<file path="src/rtl/mult_share_arb.sv">
// rtl/mult_share_arb.sv - round-robin sequencer sharing one combinational mult_1x1 among NUM_REQ requesters
module mult_share_arb #(
  parameter int NUM_REQ     = 4,
  parameter int ID_W        = 2,
  parameter int CALC_CYCLES = 1
) (
  input  logic                  clk,
  input  logic                  rst_n,
  input  logic [NUM_REQ-1:0]    req_valid,
  output logic [NUM_REQ-1:0]    req_ready,
  input  logic [NUM_REQ*16-1:0] req_a,
  input  logic [NUM_REQ*16-1:0] req_b,
  output logic [15:0]           mult_a,
  output logic [15:0]           mult_b,
  input  logic [31:0]           mult_out,
  output logic                  resp_valid,
  input  logic                  resp_ready,
  output logic [31:0]           resp_data,
  output logic [ID_W-1:0]       resp_id
);

  localparam logic [ID_W:0]   NR_EXT   = (ID_W+1)'(NUM_REQ);
  localparam logic [ID_W-1:0] LAST_IDX = ID_W'(NUM_REQ-1);
  localparam logic [3:0]      CNT_INIT = 4'(CALC_CYCLES-1);

  typedef enum logic [1:0] {IDLE, CALC, RESP} state_t;

  state_t            state, state_next;
  logic [ID_W-1:0]   rr_ptr, cur_id;
  logic [ID_W-1:0]   off, win, ptr_next;
  logic [ID_W:0]     win_sum;
  logic [NUM_REQ-1:0] rot;
  logic [3:0]        cnt;
  logic              found, arb_en, accept, capture;

  // Rotate so that bit 0 is the requester rr_ptr points at; the lowest set bit wins.
  assign rot = NUM_REQ'({req_valid, req_valid} >> rr_ptr);

  always_comb begin
    found = 1'b0;
    off   = '0;
    for (int p = NUM_REQ-1; p >= 0; p--) begin
      if (rot[p]) begin
        found = 1'b1;
        off   = ID_W'(p);
      end
    end
  end

  assign win_sum  = {1'b0, rr_ptr} + {1'b0, off};
  assign win      = (win_sum >= NR_EXT) ? ID_W'(win_sum - NR_EXT) : ID_W'(win_sum);
  assign ptr_next = (win == LAST_IDX) ? '0 : win + 1'b1;

  always_comb begin
    state_next = state;
    arb_en     = 1'b0;
    capture    = 1'b0;
    case (state)
      IDLE: arb_en = 1'b1;
      CALC: begin
        if (cnt == '0) begin
          capture    = 1'b1;
          state_next = RESP;
        end
      end
      RESP: begin
        arb_en = resp_ready;
        if (resp_ready) state_next = IDLE;
      end
      default: state_next = IDLE;
    endcase
    accept = arb_en && found && rst_n;
    if (accept) state_next = CALC;
  end

  // Gated by rst_n so a requester never sees a grant that reset is about to discard.
  assign req_ready = accept ? (NUM_REQ'(1) << win) : '0;

  always_ff @(posedge clk) begin
    if (!rst_n) state <= IDLE;
    else        state <= state_next;
  end

  always_ff @(posedge clk) begin
    if (!rst_n) begin
      rr_ptr     <= '0;
      cur_id     <= '0;
      cnt        <= '0;
      mult_a     <= '0;
      mult_b     <= '0;
      resp_valid <= 1'b0;
      resp_data  <= '0;
      resp_id    <= '0;
    end else begin
      if (accept) begin
        mult_a <= req_a[{win, 4'b0000} +: 16];
        mult_b <= req_b[{win, 4'b0000} +: 16];
        cur_id <= win;
        rr_ptr <= ptr_next;
        cnt    <= CNT_INIT;
      end else if (state == CALC && cnt != '0) begin
        cnt <= cnt - 4'd1;
      end

      if (capture) begin
        resp_data  <= mult_out;
        resp_id    <= cur_id;
        resp_valid <= 1'b1;
      end else if (state == RESP && resp_ready) begin
        resp_valid <= 1'b0;
      end
    end
  end

endmodule

</file>
<file path="config.mk">
export PLATFORM = sky130hd
export DESIGN_NAME = mult_share_arb
export DESIGN_NICKNAME = d
export VERILOG_FILES = /design/src/rtl/mult_share_arb.sv
export SDC_FILE = /design/constraint.sdc
export NUM_CORES = 1
export LEC_CHECK = 0
export CAP_MARGIN = 30
export CORE_ASPECT_RATIO = 0.6
export CORE_UTILIZATION = 26
export DETAILED_ROUTE_END_ITERATION = 7
export SLEW_MARGIN = 0
export SYNTH_ARGS = -nofsm -noshare
export SYNTH_HDL_FRONTEND = slang
export SYNTH_SLANG_ARGS = --single-unit
</file>
<file path="constraint.sdc">
create_clock -name clk -period 5.8 [get_ports clk]
set_input_delay 1.45 -clock clk [delete_from_list [all_inputs] [get_ports clk]]
set_output_delay 1.45 -clock clk [all_outputs]
set_load 0.005 [all_outputs]
</file>
==> flow_metrics.tcl, run 1 <==
set metrics [dict create \
    status "completed" \
    drtAntennaViolNets 0 \
    ios 238 \
    synth_top_cell_area_share_pct 36.40 \
    critPathSlowestCell "clkdlybuf4s50_1" \
    grt_pass1_wl_mm 22.65 \
    dp_hpwl_mm 10.77 \
    drive_gt1_share_pct 6.423 \
    rr_worst_depth 9 \
    syn_avg_cell_area_sq_um 9.128 \
    vias 4457 \
    crit_path_max_fanout 4 \
    dpl_worst_slack_ns -0.06733 \
    busiest_layer "met2" \
    synth_area_sq_um 4235 \
    setup_viol 0 \
    maxSlewViolCount 0 \
    clk_pin_slew_ns 0.06 \
    grt_setup_unrepaired "no" \
    final-instance-count-excl-fill 888 \
    syn_inst 464 \
    yosysSeqAreaShare_pct 36.40 \
    hold_viol_final 0 \
    cts.path.max_buffers 2 \
    tightest_slew_ns 0.6963 \
    timing.final.crit_share_pct 96.34 \
    die_w_um 166.8 \
    fp.coreArea_sq_um 15630 \
    total_power_mw 2.902 \
    cp.required_ns 4.35 \
    clock.fmax_mhz 179.0 \
    clock_sinks 77 \
    synth-seq-cells 77 \
    p_per_area_nw_per_um2 407.2 \
    max_stage_delay_ns 0.53 \
    drt_iter0_markers 310 \
    final_cell_mix "236 x clkdlybuf4s50_1, 79 x nand2_1, 77 x dfxtp_1, 64 x mux2i_1, 64 x o221ai_1" \
    via_per_inst 5.019 \
    met2_usage_pct 27.47 \
    synth-main-ff-cell "dfxtp_1" \
    synthArstFlopShare_pct 0 \
    fin_crit_ns 5.588 \
    synth.area.top_cells "dfxtp_1 36%, mux2i_1 15%, o221ai_1 13%, nand2_1 7.0%, a22o_1 6.6%" \
    criticalPathCategory "in2out" \
    ctsHtreeMaxLevel 3 \
    ys_warn_count 0 \
    synth.largest_area_cell "dfxtp_1" \
    fin_ws_ns 0.2123 \
    worstPathArrival_ns 4.14 \
    setup_tns_ns 0 \
    crit_path_start_kind "primary input" \
    placed_cells 872 \
    final_common_cell "clkdlybuf4s50_1" \
    diodes 0 \
    grt.met3_usage_pct 4.908 \
    gp_congestion 0.8266 \
    synth_nets 637 \
    synth_edf_count 0 \
    grt_util_met1_pct 22.21 \
    cts_tree "yes" \
    first_pass_iters 4 \
    overflow 0 \
    port_buffers 237 \
    yosysUniqueCellTypes 41 \
    drcViolationCount 0 \
    end_kind "primary output" \
    skew_ns 0.01241 \
    numCtsBuffers 9 \
    wirelength_mm 14.28 \
    insertion_delay_ns 0.34 \
    dieArea_sq_um 16820 \
    root_buffer "clkbuf_16" \
    whs_path_depth 2 \
    grt_use_total_pct 16.98 \
    leakagePower_nw 2.703 \
    start_util_pct 27.09 \
    antenna_found_initial 0 \
    crit_chain "clkdlybuf4s50_1, inv_1, nor3_1, a311oi_1, o21ai_1, ha_4, xor2_4, xnor2_2, inv_1, ha_1, and2_2, clkdlybuf4s50_1" \
    die_h_um 100.9 \
    wl_per_cell_um 16.08 \
    area_growth_pct 68.27 \
    grt_max_degree 53 \
    num-nets-final 853 \
    rows 35 \
    timing.hold.ws_ns 0.4539 \
    ir_worst_vdd_mv 0.3384 \
    hp-class "reg2reg" \
    maxCapViolCount 0 \
    grt_pass1_vias 4395 \
    relSlewSlack_pct 53.51 \
]
==> critical path: cells and delay by family <==
kind,cells,cell delay (ns)
compound gates,2,0.36
xor+xnor,2,0.37
fa+ha+maj,2,0.40
buf+inv,4,1.17
simple gates,2,0.39
==> area by class of cell <==
cell class	count	area [sq um]
fill	1485	8507
timing repair buffer	250	2545
multi-input combinational	335	2454
sequential	77	1541
tap	203	254.0
clock buffer	9	225.2
clock inverter	7	81.33
inverter	7	26.28
==> Yosys cell counts (all sizes together), types with 2 or more instances <==
| cell type | count |
|---|---|
| nand3b | 2 |
| nor3 | 3 |
| nor3b | 2 |
| mux2i | 64 |
| o32ai | 2 |
| nand2 | 80 |
| nand2b | 4 |
| xnor2 | 2 |
| xor2 | 2 |
| o21ai | 3 |
| ha | 6 |
| and2 | 5 |
| buf | 22 |
| a21oi | 37 |
| a22o | 33 |
| nor2b | 3 |
| inv | 7 |
| clkbuf | 23 |
| nor2 | 13 |
| o221ai | 64 |
| a211oi | 2 |
| dfxtp | 77 |
==> power by group <==
part	internal [mW]	total, mW	switching, mW	leakage [nW]
sequential	0.664	0.752	0.0879	0.636
clock	0.339	0.578	0.238	0.141
combinational	0.827	1.57	0.745	1.93
total	1.83	2.90	1.07	2.70
==> final timing paths <==
path	to	startpoint	slack [ns]
max	req_ready[3]	req_valid[1]	0.21
min	resp_data[29]	resp_data[29]	0.45
max reg2reg	mult_b[8]	rr_ptr[0]	2.77
min reg2reg	resp_data[29]	resp_data[29]	0.45
==> flip-flops by register name (all words and copies together), names as in the netlist <==
signal and flops:
mult_a 16, cur_id 2, mult_b 16, rr_ptr 2, cnt 4, resp_data 32, resp_id 2, state 2
resp_valid 1
==> layer usage <==
metal  wire [um]  part of all wire (%)  up-vias
met4          98                  0.69        0
met1        6908                    48     2111
met5           0                     0        -
met3         892                   6.2        9
li1            -                     -     2193
met2        6379                    45      144
==> stage by stage <==
| step | cell area, sq um | utilization [%] |
|---|---|---|
| after floorplan | 4235 | - |
| after global placement | 6689 | 42.79 |
| after detailed placement | 6792 | 43.44 |
| after CTS | 7098 | 45.40 |
| after global routing | 7127 | 45.59 |
| final | 7127 | 45.59 |
==> timing repair <==
item,CTS,global route
buffers inserted,0,0
pin swaps,0,1
endpoints found under the hold margin,0,0
cloned,0,0
gates resized for setup,1,4
hold buffers,0,0
endpoints found under the setup margin,2,4
==> cells by family (layout without fill, tap and decap cells) <==
kind of cell,count (synthesis),after routing,share of synthesized area [%]
buffers and inverters,52,273,6.942
adders and majority gates,6,6,1.772
muxes,64,64,15.13
and+or+nand+nor,114,114,11.64
AOI/OAI and AO/OA,147,147,27.30
xor gates and xnor gates,4,4,0.8273
DFF,77,77,36.40
No activity file was read; power rests on OpenSTA's default activity.
==> inputs of run 2 (changes only) <==
Settings changed: CELL_PAD_IN_SITES_DETAIL_PLACEMENT set to 1, CELL_PAD_IN_SITES_GLOBAL_PLACEMENT set to 1, PLACE_DENSITY_LB_ADDON set to 0.1.
==> flow_metrics.tcl, run 2 (synthesis results as in run 1) <==
set metrics [dict create \
    ctsHtreeMaxLevel 3 \
    top_register "resp_data" \
    final_cell_mix "237 x clkdlybuf4s50_1, 79 x nand2_1, 77 x dfxtp_1, 64 x mux2i_1, 64 x o221ai_1" \
    rows 35 \
    crit_chain "clkdlybuf4s50_1, inv_1, nor3_1, a311oi_1, o21ai_1, buf_4, ha_4, xor2_2, xnor2_2, inv_1, ha_1, and2_2, clkdlybuf4s50_1" \
    wirelength_mm 15.24 \
    leakagePower_nw 2.701 \
    largest_register_ff_count 32 \
    cts_setup_buffers 0 \
    crit_path_max_fanout 6 \
    drt_iter0_markers 137 \
    cp.required_ns 4.35 \
    grt_pass1_vias 4890 \
    dieArea_sq_um 16820 \
    first_pass_iters 4 \
    start_util_pct 27.09 \
    drcViolationCount 0 \
    ctsHoldBuffers 0 \
    cts_tree "yes" \
    gp_congestion 0.7161 \
    largestRegisters "resp_data x32, mult_a x16, mult_b x16" \
    hp-class "reg2reg" \
    whs_path_depth 2 \
    numCtsBuffers 9 \
    end_kind "primary output" \
    grt_use_total_pct 18.31 \
    die_w_um 166.8 \
    final_common_cell "clkdlybuf4s50_1" \
    r2r-end "mult_a[13]" \
    die_h_um 100.9 \
    post-route-util_pct 45.35 \
    grt_setup_unrepaired "no" \
    relSlewSlack_pct 49.41 \
    ios 238 \
    clock_sinks 77 \
    port_buffers 237 \
    clock.fmax_mhz 177.2 \
    crit_path_start_kind "primary input" \
    vias 4488 \
    p_per_area_nw_per_um2 411.6 \
    total_power_mw 2.918 \
    criticalPathCategory "in2out" \
    wl_per_cell_um 17.11 \
    ir_worst_vdd_mv 0.2356 \
    grt_max_degree 51 \
    rr_worst_depth 10 \
    drtAntennaViolNets 0 \
    drive_gt1_share_pct 6.831 \
    cts.path.max_buffers 2 \
    via_per_inst 5.037 \
    max_stage_delay_ns 0.59 \
    antenna_found_initial 0 \
    setup_viol 0 \
    area_growth_pct 67.42 \
    grt_pass1_wl_mm 24.52 \
    min_to "resp_data[22]" \
    overflow 0 \
    diodes 0 \
    fp.coreArea_sq_um 15630 \
    timing.final.crit_share_pct 97.28 \
    worstPathArrival_ns 4.19 \
    hold_path.startpoint "resp_data[22]" \
    maxSlewViolCount 0 \
    insertion_delay_ns 0.33 \
    clk_pin_slew_ns 0.06 \
    critPathSlowestCell "clkdlybuf4s50_1" \
    num-nets-final 857 \
    rrSetupSlack_ns 2.33 \
    setup_tns_ns 0 \
    tightest_slew_ns 0.7588 \
    dp_hpwl_mm 11.62 \
    root_buffer "clkbuf_16" \
    r2r_start "rr_ptr[0]" \
    hold_viol_final 0 \
    maxCapViolCount 0 \
    skew_ns 0.009143 \
    fin_crit_ns 5.642 \
    status "completed" \
]
run 2: area by class of cell:
class	count	area, sq um
clock buffer	10	239.0
clock inverter	5	60.06
fill	1791	8543
inverter	7	26.28
multi-input combinational	335	2437
sequential	77	1541
tap	203	254.0
timing repair buffer	254	2532
run 2: power by group:
group / switching [mW] / internal [mW]
registers: 0.0855 / 0.664
clock network: 0.229 / 0.344
logic: 0.763 / 0.832
run 2: critical path: cells and delay by family:
| kind | cells | cell delay (ns) |
|---|---|---|
| compound gates | 2 | 0.25 |
| xor+xnor | 2 | 0.42 |
| fa+ha+maj | 2 | 0.33 |
| buf+inv | 5 | 1.38 |
| simple gates | 2 | 0.35 |
run 2: per-stage QoR:
step	worst slack [ns]	cell area (sq um)	cells	hold WS (ns)
5_1_grt	0.001830	7091	891	0.4692
3_5_place_dp	-0.04745	6777	876	0.4470
3_3_place_gp	0.01666	6729	874	0.4416
6_report	0.1578	7091	891	0.4540
4_1_cts	0.06464	7091	891	0.4556
2_1_floorplan	0.7550	4235	464	0.4249
run 2: routing by layer:
metal,vias up,part of all wire [%],global-route usage (%)
li1,2193,-,-
met1,2167,43,20.68
met2,118,50,33.87
met3,10,5.7,5.457
met4,0,0.96,4.772
met5,-,0,0
run 2: worst max-delay path by stage:
| stage | startpoint | endpoint | slack [ns] | depth (start not counted) |
|---|---|---|---|---|
| floorplan | req_valid[2] | req_ready[0] | 0.76 | 12 |
| global placement | req_valid[1] | req_ready[3] | 0.02 | 13 |
| detailed placement | req_valid[1] | req_ready[3] | -0.05 | 13 |
| CTS | req_valid[1] | req_ready[3] | 0.06 | 13 |
| global route | req_valid[1] | req_ready[3] | 0.002 | 13 |
| finish | req_valid[1] | req_ready[3] | 0.16 | 13 |
run 2: repair_timing:
| item | CTS | global route |
|---|---|---|
| gates cloned | 0 | 0 |
| setup endpoints to repair | 3 | 2 |
| resized for setup | 2 | 1 |
==> inputs of run 3 (changes only) <==
Settings changed: CORE_UTILIZATION 26 to 27.
==> flow_metrics.tcl, run 3 (synthesis results as in run 1) <==
set metrics [dict create \
    status "completed" \
    fillCellCount 1733 \
    largest_register_ff_count 32 \
    crit_chain "dlymetal6s2s_1, nor2_2, nor4_1, a21oi_1, o21ai_0, buf_4, ha_4, xor2_2, xnor2_2, inv_1, ha_1, and2_2, clkdlybuf4s50_1" \
    setup_viol 0 \
    port_buffers 237 \
    clock.fmax_mhz 187.2 \
    diodes 0 \
    worstPathArrival_ns 3.89 \
    end_kind "primary output" \
    ios 238 \
    worstSetupStartpoint "req_valid[1]" \
    die_h_um 99.02 \
    rows 35 \
    final_common_cell "clkdlybuf4s50_1" \
    cp_top_family "buffers and inverters" \
    start_util_pct 27.63 \
    vias 4549 \
    dp_hpwl_mm 11.21 \
    fin_crit_ns 5.341 \
    antenna_found_initial 0 \
    area_growth_pct 66.35 \
    ir_worst_vdd_mv 0.2721 \
    clk_pin_slew_ns 0.06 \
    cts.path.max_buffers 2 \
    p_per_area_nw_per_um2 409.0 \
    drive_gt1_share_pct 6.696 \
    root_buffer "clkbuf_16" \
    clock_sinks 77 \
    skew_ns 0.01081 \
    hp-class "reg2reg" \
    criticalPathCategory "in2out" \
    multi_input_area_sq_um 2437 \
    crit_path_start_kind "primary input" \
    insertion_delay_ns 0.33 \
    maxSlewViolCount 0 \
    seqCellArea_sq_um 1541 \
    wirelength_mm 15.08 \
    grt_max_degree 46 \
    path_buf_inv 4 \
    setup_tns_ns 0 \
    hold_path.startpoint "resp_id[1]" \
    die_w_um 163.7 \
    ctsHtreeMaxLevel 3 \
    via_per_inst 5.111 \
    wl_per_cell_um 16.94 \
    cp.required_ns 4.35 \
    numCtsBuffers 9 \
    hold_viol_final 0 \
    grt_pass1_vias 4704 \
    drtAntennaViolNets 0 \
    critPathSlowestCell "clkdlybuf4s50_1" \
    grt_use_total_pct 18.83 \
    crit_path_max_fanout 6 \
    grt_pass1_wl_mm 24.08 \
    cts_tree "yes" \
    largestRegisters "resp_data x32, mult_a x16, mult_b x16" \
    gp_congestion 0.7604 \
    tightest_slew_ns 0.7114 \
    final_cell_mix "233 x clkdlybuf4s50_1, 79 x nand2_1, 77 x dfxtp_1, 64 x mux2i_1, 64 x o221ai_1" \
    max_stage_delay_ns 0.44 \
    overflow 0 \
    drcViolationCount 0 \
    dieArea_sq_um 16210 \
    drt_iter0_markers 181 \
    total_power_mw 2.881 \
    relSlewSlack_pct 52.57 \
    fp.coreArea_sq_um 15330 \
    num-nets-final 855 \
    leakagePower_nw 2.697 \
    timing.final.crit_share_pct 92.08 \
    top_register "resp_data" \
    grt_setup_unrepaired "no" \
    first_pass_iters 4 \
    r2r_start "rr_ptr[0]" \
    maxCapViolCount 0 \
]
[run 3: final timing paths]
| kind | end | slack, ns | cells past startpoint |
|---|---|---|---|
| worst min register to register | resp_id[1] | 0.45 | 2 |
| worst max-delay path | req_ready[3] | 0.46 | 13 |
| worst min-delay path | resp_id[1] | 0.45 | 2 |
| worst max register to register | mult_a[12] | 2.37 | 10 |
[run 3: what timing repair did]
action	4_1_cts	5_1_grt
hold buffers	0	0
hold endpoints to repair	0	0
pin swaps	0	1
gates resized for setup	1	5
buffers inserted	0	1
setup endpoints to repair	2	4
[run 3: routing by layer]
metal	global-route usage [%]	vias up	share of wire (%)
met1	22.55	2193	44
met2	32.72	149	47
met5	0	-	0
met3	5.766	14	7.4
met4	4.630	0	1.2
li1	-	2193	-
[run 3: worst min-delay path: cells and delay by family (launching register included)]
family | cells | cell delay [ns]
DFF | 1 | 0.31
and+or+nand+nor | 1 | 0.05
AOI/OAI and AO/OA | 1 | 0.05
[run 3: per-stage QoR]
step | cell area (sq um) | util (%) | hold slack [ns] | cells | setup WS, ns
2_1_floorplan | 4235 | - | 0.4249 | 464 | 0.7550
3_3_place_gp | 6714 | 43.80 | 0.4405 | 872 | 0.06699
3_5_place_dp | 6729 | 43.90 | 0.4491 | 873 | 0.002521
4_1_cts | 7020 | 45.80 | 0.4589 | 889 | 0.01400
5_1_grt | 7046 | 45.97 | 0.4783 | 890 | 0.2477
6_report | 7046 | 45.97 | 0.4533 | 890 | 0.4595
[run 3: where the power goes]
| group | internal, mW | leakage, nW | switching (mW) |
|---|---|---|---|
| Combinational | 0.834 | 1.93 | 0.757 |
| Sequential | 0.664 | 0.636 | 0.0892 |
| Clock | 0.295 | 0.126 | 0.242 |
| Total | 1.79 | 2.70 | 1.09 |
[run 3: layout make-up]
type	instances	share of cell area, %
clock buffer	9	3.197
inverter	7	0.3729
sequential	77	21.88
clock inverter	7	0.8347
multi-input combinational	335	34.59
tap	203	3.605
timing repair buffer	252	35.52
